File: src/rtl/hazard_scoreboard.sv
`default_nettype none
// ============================================================================
//  Module      : hazard_scoreboard
//  Description : Issue-stage hazard controller for an 8-register core.
//                - Per-register scoreboard of in-flight long-latency writes
//                  (load/mul). Issue stalls on RAW/WAW hazards against it.
//                - 2-deep destination shift pipeline for single-cycle ALU
//                  results. It drives the operand forwarding mux selects.
//                - Caps the number of outstanding long ops.
//                - Raises a sticky flag when a stall lasts too long.
//  Ports       :
//    clk_i            clock
//    rst_i            synchronous, active-high reset
//    issue_valid_i    decode presents an instruction
//    issue_wr_en_i    instruction writes rd
//    issue_long_i     instruction is long-latency (result via wb port)
//    issue_rd_addr_i  destination register
//    rs1_addr_i       source 1 address      rs1_used_i  source 1 is read
//    rs2_addr_i       source 2 address      rs2_used_i  source 2 is read
//    wb_valid_i       long-latency result writes back this cycle
//    wb_rd_addr_i     long-latency result destination
//    flush_i          squash younger short ops (branch redirect)
//    stall_o          hold decode/issue this cycle
//    forward_a_o      rs1 select: 00 regfile, 10 EX/MEM, 01 MEM/WB, 11 wb bus
//    forward_b_o      rs2 select, same encoding
//    busy_o           scoreboard pending bits
//    hang_o           sticky stall-timeout flag
//  Revision    : 1.0 - initial release
// ============================================================================
module hazard_scoreboard #(
  parameter int MAX_OUTSTANDING = 2,
  parameter int HANG_CYCLES     = 64
) (
  input  logic       clk_i,
  input  logic       rst_i,
  input  logic       issue_valid_i,
  input  logic       issue_wr_en_i,
  input  logic       issue_long_i,
  input  logic [2:0] issue_rd_addr_i,
  input  logic [2:0] rs1_addr_i,
  input  logic [2:0] rs2_addr_i,
  input  logic       rs1_used_i,
  input  logic       rs2_used_i,
  input  logic       wb_valid_i,
  input  logic [2:0] wb_rd_addr_i,
  input  logic       flush_i,
  output logic       stall_o,
  output logic [1:0] forward_a_o,
  output logic [1:0] forward_b_o,
  output logic [7:0] busy_o,
  output logic       hang_o
);

  localparam int CNT_W  = $clog2(MAX_OUTSTANDING + 1);
  localparam int HANG_W = $clog2(HANG_CYCLES + 1);

  localparam logic [CNT_W-1:0]  c_max_out  = CNT_W'(MAX_OUTSTANDING);
  localparam logic [HANG_W-1:0] c_hang_max = HANG_W'(HANG_CYCLES);

  localparam logic [1:0] c_fwd_rf  = 2'b00;
  localparam logic [1:0] c_fwd_s1  = 2'b10;
  localparam logic [1:0] c_fwd_s2  = 2'b01;
  localparam logic [1:0] c_fwd_wb  = 2'b11;

  // --------------------------------------------------------------------------
  // State
  // --------------------------------------------------------------------------
  logic [7:0]        r_pend;
  logic [CNT_W-1:0]  r_count;
  logic              r_s1_valid;
  logic [2:0]        r_s1_rd;
  logic              r_s2_valid;
  logic [2:0]        r_s2_rd;
  logic [HANG_W-1:0] r_hang_cnt;
  logic              r_hang;

  // --------------------------------------------------------------------------
  // Hazard detection
  // --------------------------------------------------------------------------
  logic w_wbhit_rs1;
  logic w_wbhit_rs2;
  logic w_wbhit_rd;
  logic w_raw1;
  logic w_raw2;
  logic w_waw;
  logic w_cap;
  logic w_stall;
  logic w_accept;

  // A writeback landing this cycle resolves the hazard: its value is on the
  // wb bus and can be forwarded directly.
  assign w_wbhit_rs1 = wb_valid_i && (wb_rd_addr_i == rs1_addr_i);
  assign w_wbhit_rs2 = wb_valid_i && (wb_rd_addr_i == rs2_addr_i);
  assign w_wbhit_rd  = wb_valid_i && (wb_rd_addr_i == issue_rd_addr_i);

  assign w_raw1 = rs1_used_i && r_pend[rs1_addr_i] && !w_wbhit_rs1;
  assign w_raw2 = rs2_used_i && r_pend[rs2_addr_i] && !w_wbhit_rs2;
  assign w_waw  = issue_wr_en_i && (issue_rd_addr_i != 3'd0) &&
                  r_pend[issue_rd_addr_i] && !w_wbhit_rd;
  // A writeback frees a slot in the same cycle, so a full tracker does not
  // block a new long op while one retires.
  assign w_cap  = issue_long_i && (r_count == c_max_out) && !wb_valid_i;

  assign w_stall  = issue_valid_i && (w_raw1 || w_raw2 || w_waw || w_cap);
  assign w_accept = issue_valid_i && !w_stall;

  // --------------------------------------------------------------------------
  // Long-op scoreboard
  // --------------------------------------------------------------------------
  logic       w_set_pend;
  logic [7:0] w_pend_nxt;

  assign w_set_pend = w_accept && issue_wr_en_i && issue_long_i &&
                      (issue_rd_addr_i != 3'd0);

  // Set is applied after clear so a same-cycle set/clear of one register
  // leaves it pending (the new producer is still in flight).
  always_comb begin
    w_pend_nxt = r_pend;
    if (wb_valid_i) begin
      w_pend_nxt[wb_rd_addr_i] = 1'b0;
    end
    if (w_set_pend) begin
      w_pend_nxt[issue_rd_addr_i] = 1'b1;
    end
    w_pend_nxt[0] = 1'b0;
  end

  // --------------------------------------------------------------------------
  // Outstanding long-op counter
  // --------------------------------------------------------------------------
  logic             w_cnt_inc;
  logic             w_cnt_dec;
  logic [CNT_W-1:0] w_count_nxt;

  assign w_cnt_inc = w_accept && issue_long_i;
  // A stray writeback with nothing outstanding (e.g. one that was already in
  // flight across a reset) must not wrap the counter.
  assign w_cnt_dec = wb_valid_i && (r_count != '0);

  always_comb begin
    w_count_nxt = r_count;
    case ({w_cnt_inc, w_cnt_dec})
      2'b10:   w_count_nxt = r_count + CNT_W'(1);
      2'b01:   w_count_nxt = r_count - CNT_W'(1);
      default: w_count_nxt = r_count;
    endcase
  end

  // --------------------------------------------------------------------------
  // Short-op destination pipeline
  // --------------------------------------------------------------------------
  logic w_capture_s1;

  assign w_capture_s1 = w_accept && issue_wr_en_i && !issue_long_i &&
                        (issue_rd_addr_i != 3'd0);

  // --------------------------------------------------------------------------
  // Stall timeout
  // --------------------------------------------------------------------------
  logic [HANG_W-1:0] w_hang_cnt_nxt;

  // Saturates so a very long stall cannot wrap and mask the condition.
  always_comb begin
    w_hang_cnt_nxt = '0;
    if (w_stall) begin
      if (r_hang_cnt == c_hang_max) begin
        w_hang_cnt_nxt = r_hang_cnt;
      end else begin
        w_hang_cnt_nxt = r_hang_cnt + HANG_W'(1);
      end
    end
  end

  // --------------------------------------------------------------------------
  // Sequential state
  // --------------------------------------------------------------------------
  always_ff @(posedge clk_i) begin
    if (rst_i) begin
      r_pend     <= '0;
      r_count    <= '0;
      r_s1_valid <= 1'b0;
      r_s1_rd    <= 3'd0;
      r_s2_valid <= 1'b0;
      r_s2_rd    <= 3'd0;
      r_hang_cnt <= '0;
      r_hang     <= 1'b0;
    end else begin
      r_pend     <= w_pend_nxt;
      r_count    <= w_count_nxt;
      r_hang_cnt <= w_hang_cnt_nxt;
      if (w_hang_cnt_nxt == c_hang_max) begin
        r_hang <= 1'b1;
      end

      // Flush squashes both short stages and wins over a new capture.
      if (flush_i) begin
        r_s1_valid <= 1'b0;
        r_s2_valid <= 1'b0;
      end else begin
        r_s1_valid <= w_capture_s1;
        r_s2_valid <= r_s1_valid;
      end
      if (w_capture_s1) begin
        r_s1_rd <= issue_rd_addr_i;
      end
      r_s2_rd <= r_s1_rd;
    end
  end

  // --------------------------------------------------------------------------
  // Forwarding selects
  // --------------------------------------------------------------------------
  // Youngest value wins: wb bus, then EX/MEM, then MEM/WB. x0 is hardwired
  // and never forwarded.
  function automatic logic [1:0] fwd_sel(
    input logic [2:0] rs,
    input logic       wbhit,
    input logic       s1_valid,
    input logic [2:0] s1_rd,
    input logic       s2_valid,
    input logic [2:0] s2_rd
  );
    logic [1:0] sel;
    sel = c_fwd_rf;
    if (rs != 3'd0) begin
      if (wbhit) begin
        sel = c_fwd_wb;
      end else if (s1_valid && (s1_rd == rs)) begin
        sel = c_fwd_s1;
      end else if (s2_valid && (s2_rd == rs)) begin
        sel = c_fwd_s2;
      end
    end
    return sel;
  endfunction

  assign forward_a_o = fwd_sel(rs1_addr_i, w_wbhit_rs1, r_s1_valid, r_s1_rd,
                               r_s2_valid, r_s2_rd);
  assign forward_b_o = fwd_sel(rs2_addr_i, w_wbhit_rs2, r_s1_valid, r_s1_rd,
                               r_s2_valid, r_s2_rd);

  assign stall_o = w_stall;
  assign busy_o  = r_pend;
  assign hang_o  = r_hang;

endmodule
`default_nettype wire

File: config.mk
export PLATFORM = sky130hd
export DESIGN_NAME = hazard_scoreboard
export DESIGN_NICKNAME = d
export VERILOG_FILES = /design/src/rtl/hazard_scoreboard.sv
export SDC_FILE = /design/constraint.sdc
export NUM_CORES = 1
export LEC_CHECK = 0
export ABC_AREA = 0
export CORE_MARGIN = 4
export CORE_UTILIZATION = 50
export CTS_CLUSTER_SIZE = 10
export DETAILED_ROUTE_END_ITERATION = 8
export PLACE_DENSITY = 0.88
export SLEW_MARGIN = 20
export SYNTH_ARGS = -nofsm -noshare
export SYNTH_HDL_FRONTEND = slang
export SYNTH_SLANG_ARGS = --single-unit
File: constraint.sdc
create_clock -name clk_i -period 5.58 [get_ports clk_i]
set_input_delay 0.558 -clock clk_i [delete_from_list [all_inputs] [get_ports clk_i]]
set_output_delay 0.558 -clock clk_i [all_outputs]
set_load 0.005 [all_outputs]
; After elaboration in Yosys (flattened, before gate mapping)
; Cells that the tools add are included.
[totals]
reg_bits = 26
word_cells = 98
[op_classes]
n_addsub = 3
n_lt_le_gt_ge = 6
n_eq_ne = 12
muxes = 23
bitwise = 3
n_reduce_logical = 42
[op_table]
columns = op, count
row1 = 1-bit logical AND, 27
row2 = 3-bit equality test, 7
row3 = 3-bit by 4-bit less-than comparator with 1-bit output (second input constant), 4
row4 = 8-bit two-way mux, 2
row5 = 7-bit equality test (second input constant), 2
row6 = 7-bit two-way mux, 2
row7 = 2-bit two-way mux, 6
row8 = 1-bit binary-select mux with 3-bit select, 3
row9 = 3-bit nonzero test, 3
row10 = 8-bit AND, 1
row11 = 8-bit inverter, 1
row12 = 8-bit OR, 1
row13 = 7-bit by 1-bit adder with 7-bit output (second input constant), 1
row14 = 1-bit two-way mux, 7
row15 = 1-bit demux with 3-bit select, 2
row16 = 3-bit by 1-bit greater-or-equal comparator with 1-bit output (second input constant), 2
row17 = 1-bit logical NOT, 6
row18 = 2-bit equality test (second input constant), 2
row19 = 2-bit one-hot mux with 2 select lines, 1
row20 = 2-bit nonzero test, 2
row21 = 1-bit logical OR, 3
row22 = 2-bit by 1-bit adder with 2-bit output (second input constant), 1
row23 = 2-bit by 1-bit equality test with 1-bit output (second input constant), 1
row24 = 2-bit OR reduction, 1
row25 = 2-bit by 1-bit subtractor with 2-bit output (second input constant), 1

; Depth between registers and ports, before layout
; Gate-level depths: netlist of the first run.
[logic_depth]
ltp_word = 14
depth_mapped = 10
ltp_nobuf = 9

; Worst setup path after synthesis of the first run
; Ideal clock, no wire load.
[synth_path]
path_kind = input -> register
from = input port rs2_addr_i[0]
to = register r_count[1]
arrival_time_ps = 2586
path_slack_ps = 2923
cell_stages = 8
path_cell_list = buf_6 -> mux4_2 -> o2111ai_4 -> nand4_4 -> or2_1 -> ha_1 -> or3_1 -> a21oi_1
[synth_between]
elab_chain_cells = 13
elab_cells_between_ends = 18
[synth_lines]
columns = item, line
row1 = from (decl), 41  ; input logic [2:0] rs2_addr_i,
row2 = 1-bit binary-select mux with 3-bit select / 3-bit equality test (equally long branches), "97, 93"
row3 = 1-bit two-way mux (not written as such) / 1-bit logical AND (equally long branches), "97, 93"
row4 = 1-bit logical AND / 1-bit logical NOT (equally long branches), 97  ; assign w_raw2 = rs2_used_i && r_pend[rs2_addr_i] && !w_wbhit_rs2;
row5 = 1-bit logical AND *, 97
row6 = 1-bit logical OR * (3 in a row), 104  ; assign w_stall = issue_valid_i && (w_raw1 || w_raw2 || w_waw || w_cap);
row7 = 1-bit logical AND *, 104
row8 = 1-bit logical NOT *, 105  ; assign w_accept = issue_valid_i && !w_stall;
row9 = 1-bit logical AND *, 105
row10 = 1-bit logical AND *, 136  ; assign w_cnt_inc = w_accept && issue_long_i;
row11 = 2-bit by 1-bit equality test with 1-bit output / 2-bit equality test (equally long branches), 143  ; case ({w_cnt_inc, w_cnt_dec})
row12 = 2-bit one-hot mux with 2 select lines / 2-bit nonzero test (equally long branches), -
row13 = to (signal assigned), 190  ; r_count <= w_count_nxt;
row14 = to (decl), 69  ; logic [CNT_W-1:0] r_count;
; Every way passes the cells marked *; elsewhere a longest branch is shown, timed or not. The select of a mux whose other input is x is not followed.
; A chain may end at the register's enable or synchronous reset.

; Worst setup path after layout of the first run
[layout_path]
from = input port rs2_addr_i[0]
to = output port stall_o
[layout_between]
elab_chain_cells = 8
elab_cells_between_ends = 11
[layout_lines]
columns = item, line
row1 = 1-bit binary-select mux with 3-bit select / 3-bit equality test (equally long branches), "97, 93"
row2 = 1-bit two-way mux (not written as such) / 1-bit logical AND (equally long branches), "97, 93"
row3 = 1-bit logical AND / 1-bit logical NOT (equally long branches), 97
row4 = 1-bit logical AND *, 97
row5 = 1-bit logical OR * (3 in a row), 104
row6 = 1-bit logical AND *, 104
row7 = to (decl), 47  ; output logic stall_o,
; Marked as above.

==> results.toml, run 1 <==
[worst_setup_path]
timing.critical_path.cells = "clkdlybuf4s50_1 -> mux4_2 -> o2111ai_4 -> nand4_4 -> and2_1 -> clkdlybuf4s50_1"
critical_path_class = "in -> out"
sort_of_element_at_the_start_of_the_critical_path = "input pin"
endpoint_kind = "primary output"
required_time_reported_for_the_critical_path_endpoint_ns = 5.02
worst_path_fanout_max = 17
crit_slowest_cell = "sky130_fd_sc_hd__clkdlybuf4s50_1"
critPathMostFrequentCell = "sky130_fd_sc_hd__clkdlybuf4s50_1"
crit_path_max_incr_delay_ns = 0.69
arrival_ns = 3.02

[floorplanning]
core_area_mm2 = 0.00339
initial_core_util = 0.523
fp.dieW_um = 67.5
die-area_mm2 = 0.00456
row_count = 21
die_height_um = 67.5
io_pins = 35

[cells_and_area]
antenna_cells = 0
postLayoutCoreUtil = 0.619
drive_gt1_frac = 0.0550
layout-area-overhead-vs-synth_pct = 18.3
nets = 243

[sta]
setup_violations = 0
timing.final.crit_period_ns = 3.58
clock_skew_ns = 0.00641
totalNegativeSetupSlack_ns = 0
max_slew.worst_pin.slew_ns = 0.607
timing_max_transition_violations_final = 0
fin_crit_sh = 0.642
timing_hold_violations_final = 0
slew_headroom = 0.592
grt_setup_unrepaired = "false"
fmaxAchievable_mhz = 279

[run]
max-cap-violations = 0

[routing]
first_pass_iters = 4
antenna_violating_nets_left = 0
remaining_drc_errors = 0
detail_route.wl_per_cell_um = 15.5
routed_wirelength_mm = 4.10
routed_via_density = 5.83
route.vias.total = 1540
detailedRoute.firstIterationViolations = 86

[global_routing]
grt_util_met2 = 0.337
first_pass_grt_wire_length_mm = 6.91
met3_track_demand_over_resource_in_global_routing = 0.0383
grt.total_usage = 0.195
global_route.peak_usage_layer = "met2"
first_global_vias = 1466
antenna_found_initial = 0
grt_max_degree = 18
globalRouteMet1Util = 0.247
grt_remaining_overflow = 0

[hold_path]
worstHoldPathType = "reg -> reg"

[pwr]
cellLeakagePower_nw = 0.759
p_int_mw = 0.258
p_sw_mw = 0.105
p_sw_frac = 0.289
pwr_density_cell_mw_per_mm2 = 173
power.clock.fraction = 0.220
pwr-share-seq = 0.527
vdd_ir_drop_max_uv = 110
combPwrFrac = 0.253

[placed_design]
port-buffer-count = 33
place_hpwl_mm = 3.14
routabilityCongestion = 0.813

[run_status]
run_status = "finished clean"

[clocking]
cts_hold_repair.buffers = 0
postCtsSetupBuffers = 0
clk_pin_slew_ns = 0.14
cts_root_buffer = "sky130_fd_sc_hd__clkbuf_4"
clkLatencyLatePin_ns = 0.31
cts_max_level = 1
cts_resized = 0
cts.sink_count = 25
clock_tree_from_tritoncts = "built"
cts.path.max_buffers = 2
cts_buffers = 3

[synthesis]
yosys.area_share.xor_xnor = 0.143
mappedNetlistArea_mm2 = 0.00177
combinational_family_with_the_most_area_after_synthesis = "simple AND/OR/NAND/NOR gates"
ys_async_sr_fraction = 0
mux_contribution_to_synthesized_area = 0.0776
postSynthNetCount = 221
synth.avg_cell_area_um2 = 9.00
share_of_synthesized_cell_area_in_full_adder_half_adder_and_majority_cells = 0.0212
yosysSeqAreaShare = 0.282
synth_edf_count = 0
number_of_distinct_standard_cells_referenced_by_the_synthesized_netlist = 53
synth-simple-area-share = 0.242
synth-compound-area-share = 0.169
synthesis.instances = 197
postSynth.topFlopCell = "sky130_fd_sc_hd__dfxtp_1"
yosysWarningCount = 0
ys_seq_elements = 25
==> cell usage after synthesis, types with 5 or more instances <==
| library cell | number | area [um^2] |
|---|---|---|
| sky130_fd_sc_hd__inv_1 | 5 | 18.8 |
| sky130_fd_sc_hd__a21oi_1 | 6 | 30.0 |
| sky130_fd_sc_hd__o211ai_1 | 7 | 52.6 |
| sky130_fd_sc_hd__clkbuf_1 | 10 | 37.5 |
| sky130_fd_sc_hd__nor2b_1 | 8 | 50.1 |
| sky130_fd_sc_hd__nand4_1 | 8 | 50.1 |
| sky130_fd_sc_hd__dfxtp_1 | 25 | 500 |
| sky130_fd_sc_hd__xor2_1 | 6 | 52.6 |
| sky130_fd_sc_hd__nand2b_1 | 7 | 43.8 |
| sky130_fd_sc_hd__and3_1 | 8 | 50.1 |
| sky130_fd_sc_hd__nand2_1 | 9 | 33.8 |
| sky130_fd_sc_hd__xnor2_1 | 23 | 201 |
==> through the flow <==
step | power (mW) | hold slack, ns | cells | area, um^2 | setup WS [ns]
floorplan | 0.259 | 0.466 | 197 | 1770 | 2.92
global placement | 0.284 | 0.459 | 260 | 2070 | 2.03
detailed placement | 0.287 | 0.461 | 260 | 2070 | 1.98
CTS | 0.365 | 0.492 | 264 | 2100 | 1.98
global route | 0.384 | 0.524 | 264 | 2100 | 1.87
finish | 0.363 | 0.487 | 264 | 2100 | 2.00
==> sequential cells by signal, summed over array words and instances (netlist names) <==
name	cells
r_hang_cnt	7
r_s2_rd	3
r_s2_valid	1
hang_o	1
r_s1_valid	1
busy_o	7
r_s1_rd	3
r_count	2
==> final cells by class <==
class / count / area (um^2)
fill: 288 / 1290
inverter: 6 / 22.5
timing repair buffer: 33 / 330
clock buffer: 4 / 26.3
sequential: 25 / 500
multi-input combinational: 150 / 1160
tap: 46 / 57.6
==> worst paths after layout <==
check / from / to / slack (ns) / cells after the start
max reg2reg: busy_o[7] / r_count[1] / 3.00 / 7
min reg2reg: hang_o / hang_o / 0.49 / 1
max: rs2_addr_i[0] / stall_o / 2.00 / 6
min: hang_o / hang_o / 0.49 / 1
==> cell families (layout without fill, tap and decap cells) <==
| kind of cell | after synthesis | count (layout) |
|---|---|---|
| buffers and inverters | 22 | 43 |
| adder cells (fa/ha/maj) | 3 | 3 |
| multiplexers | 11 | 11 |
| flip-flops | 25 | 25 |
| XOR/XNOR | 29 | 29 |
| AND/OR/NAND/NOR | 67 | 67 |
| AO/OA/AOI/OAI | 39 | 39 |
| other | 1 | 1 |
==> critical path: cells and delay by family <==
family | cells | cell delay (ns)
compound gates | 1 | 0.24
buf+inv | 2 | 1.13
mux | 1 | 0.58
simple gates | 2 | 0.52
==> power groups by stage <==
stage               Combinational [mW]  Sequential (mW)  Clock, mW
floorplan                       0.0647            0.194          0
global placement                0.0889            0.195          0
detailed placement              0.0913            0.195          0
CTS                             0.0921            0.191     0.0816
global route                     0.101            0.193     0.0894
finish                          0.0919            0.192     0.0798
==> metal layers <==
| layer | wire [um] | vias up |
|---|---|---|
| met5 | 0 | - |
| li1 | - | 769 |
| met2 | 1950 | 51 |
| met1 | 1860 | 718 |
| met4 | 24 | 0 |
| met3 | 266 | 2 |
==> placed cells by master, fill, tap and decap left out, drive strengths merged, types with 6 or more instances in the layout <==
cell            n
o211ai          7
nand2b          7
mux2            6
dfxtp          25
inv             6
nand2           9
a21oi           6
nor2b           8
xnor2          23
clkdlybuf4s50  33
and3            8
xor2            6
nand4          11
Note: power is estimated with default switching activity, not from simulation.
==> run 2: changes to the inputs <==
clock period = 3.55 ns   (was 5.58 ns; I/O delays follow)
==> run 2 against run 1 <==
Compared with the run above: setup slack got worse by 1.5 ns; clock skew decreased by 0.0031 ns; global-route usage decreased by 1.5 points; hold slack improved by 0.0088 ns; cell count increased by 0.76%; routed wire length decreased by 3.7%; flip-flop and latch count unchanged; sequential share of layout area decreased by 0.17 points; design area increased by 0.72%; via count decreased by 2.9%; critical endpoint unchanged; highest routed layer unchanged.
==> results.toml, run 2 (synthesis results as in run 1) <==
[run]
max-cap-violations = 0

[sta]
totalNegativeSetupSlack_ns = 0
timing.final.crit_period_ns = 3.03
clock_skew_ns = 0.00331
setup_violations = 0
fin_hold_ws_ns = 0.496
fmaxAchievable_mhz = 330
max_slew.worst_pin.slew_ns = 0.595
worst_slack_ns = 0.518
timing_hold_violations_final = 0
fin_crit_sh = 0.854
timing_max_transition_violations_final = 0
grt_setup_unrepaired = "false"
slew_headroom = 0.600

[cells_and_area]
layout-area-overhead-vs-synth_pct = 19.2
instances_no_fill = 266
nFillCells = 282
drive_gt1_frac = 0.0636
nets = 245
layout.cell_area.non_filler_mm2 = 0.00211
layout.cells.most_common_list = "sky130_fd_sc_hd__clkdlybuf4s50_1 (33), sky130_fd_sc_hd__dfxtp_1 (25), sky130_fd_sc_hd__xnor2_1 (23)"
antenna_cells = 0
layout.cells.most_common = "sky130_fd_sc_hd__clkdlybuf4s50_1"
postLayoutCoreUtil = 0.623

[floorplanning]
initial_core_util = 0.523
die-area_mm2 = 0.00456
core_area_mm2 = 0.00339
io_pins = 35
die_height_um = 67.5
fp.dieW_um = 67.5
row_count = 21

[clocking]
cts.path.max_buffers = 2
cts.sink_count = 25
postCtsSetupBuffers = 0
cts_hold_repair.buffers = 0
cts_max_level = 1
cts_root_buffer = "sky130_fd_sc_hd__clkbuf_4"
clkLatencyLatePin_ns = 0.31
clock_tree_from_tritoncts = "built"
cts_resized = 0
clk_pin_slew_ns = 0.12
cts_buffers = 3

[placed_design]
port-buffer-count = 33
dpl-instance-area_mm2 = 0.00209
routabilityCongestion = 0.809
preCtsSetupSlack_ns = 0.356
place_hpwl_mm = 3.11
dp_cells = 262

[pwr]
cellLeakagePower_nw = 0.769
vdd_ir_drop_max_uv = 163
pwr_density_cell_mw_per_mm2 = 269
power_mw = 0.569

[global_routing]
antenna_found_initial = 0
grt.total_usage = 0.180
first_global_vias = 1406
grt_max_degree = 14
grt_remaining_overflow = 0
first_pass_grt_wire_length_mm = 6.40

[routing]
first_pass_iters = 4
routed_via_density = 5.62
routed_wirelength_mm = 3.95
detail_route.wl_per_cell_um = 14.8
remaining_drc_errors = 0
antenna_violating_nets_left = 0
route.vias.total = 1496
detailedRoute.firstIterationViolations = 136

[worst_setup_path]
required_time_reported_for_the_critical_path_endpoint_ns = 3.19
endpoint_kind = "primary output"
r2r_end = "r_count[1]"
critical_path_class = "in -> out"
arrival_ns = 2.68
timing.rr.start = "busy_o[7]"
reg2reg_setup_slack_ns = 1.10
worst_r2r_path_depth = 7
worst_path_fanout_max = 9
sort_of_element_at_the_start_of_the_critical_path = "input pin"

[run_status]
run_status = "finished clean"

[hold_path]
hold_depth = 1
holdPathEnd = "hang_o"
hold_path.startpoint = "hang_o"
worstHoldPathType = "reg -> reg"
-- run 2: cell types whose count changed in the layout (fill, tap and decap cells not counted), sizes merged --
cell / before / now
buf: 0 / 2
-- run 2: layout make-up --
cell class	instances	area, um^2	area share
Multi-Input combinational cell	150	1160	0.549
Sequential cell	25	500	0.237
Timing Repair Buffer	35	345	0.163
Tap cell	46	57.6	0.0272
Clock buffer	4	26.3	0.0124
Inverter	6	22.5	0.0107
-- run 2: power breakdown --
part | switching, mW | internal, mW
Combinational | 0.0715 | 0.0743
Sequential | 0.0106 | 0.290
Clock | 0.0781 | 0.0439
Total | 0.160 | 0.408
-- run 2: how the worst max path moves through the flow --
| stage | to | startpoint | slack [ns] | depth (start not counted) |
|---|---|---|---|---|
| finish | stall_o | rs2_addr_i[0] | 0.52 | 6 |
| global route | stall_o | rs2_addr_i[0] | 0.44 | 6 |
| CTS | stall_o | rs2_addr_i[0] | 0.51 | 6 |
| detailed placement | r_count[1] | rs2_addr_i[0] | 0.36 | 8 |
| global placement | r_count[1] | rs2_addr_i[0] | 0.41 | 8 |
| floorplan | r_count[1] | rs2_addr_i[0] | 1.10 | 8 |
-- run 2: per-layer routing --
layer | up-vias | GRT usage | wire, um
met5 | - | 0 | 0
met4 | 0 | 0.0532 | 38
met3 | 4 | 0.0233 | 265
met2 | 42 | 0.312 | 1900
met1 | 682 | 0.232 | 1750
li1 | 768 | - | -
-- run 2: worst max-delay path, stage by stage --
cell and delay (ns):
sky130_fd_sc_hd__clkdlybuf4s50_1 0.68, sky130_fd_sc_hd__mux4_2 0.58, sky130_fd_sc_hd__o2111ai_4 0.24, sky130_fd_sc_hd__nand4_4 0.18
sky130_fd_sc_hd__and2_1 0.20, sky130_fd_sc_hd__clkdlybuf4s50_1 0.44
==> run 3: changes to the inputs <==
SLEW_MARGIN = 0   (was 20)
==> results of run 3 <==
Same layout as run 2: the final DEF is identical, and so are final timing and power.
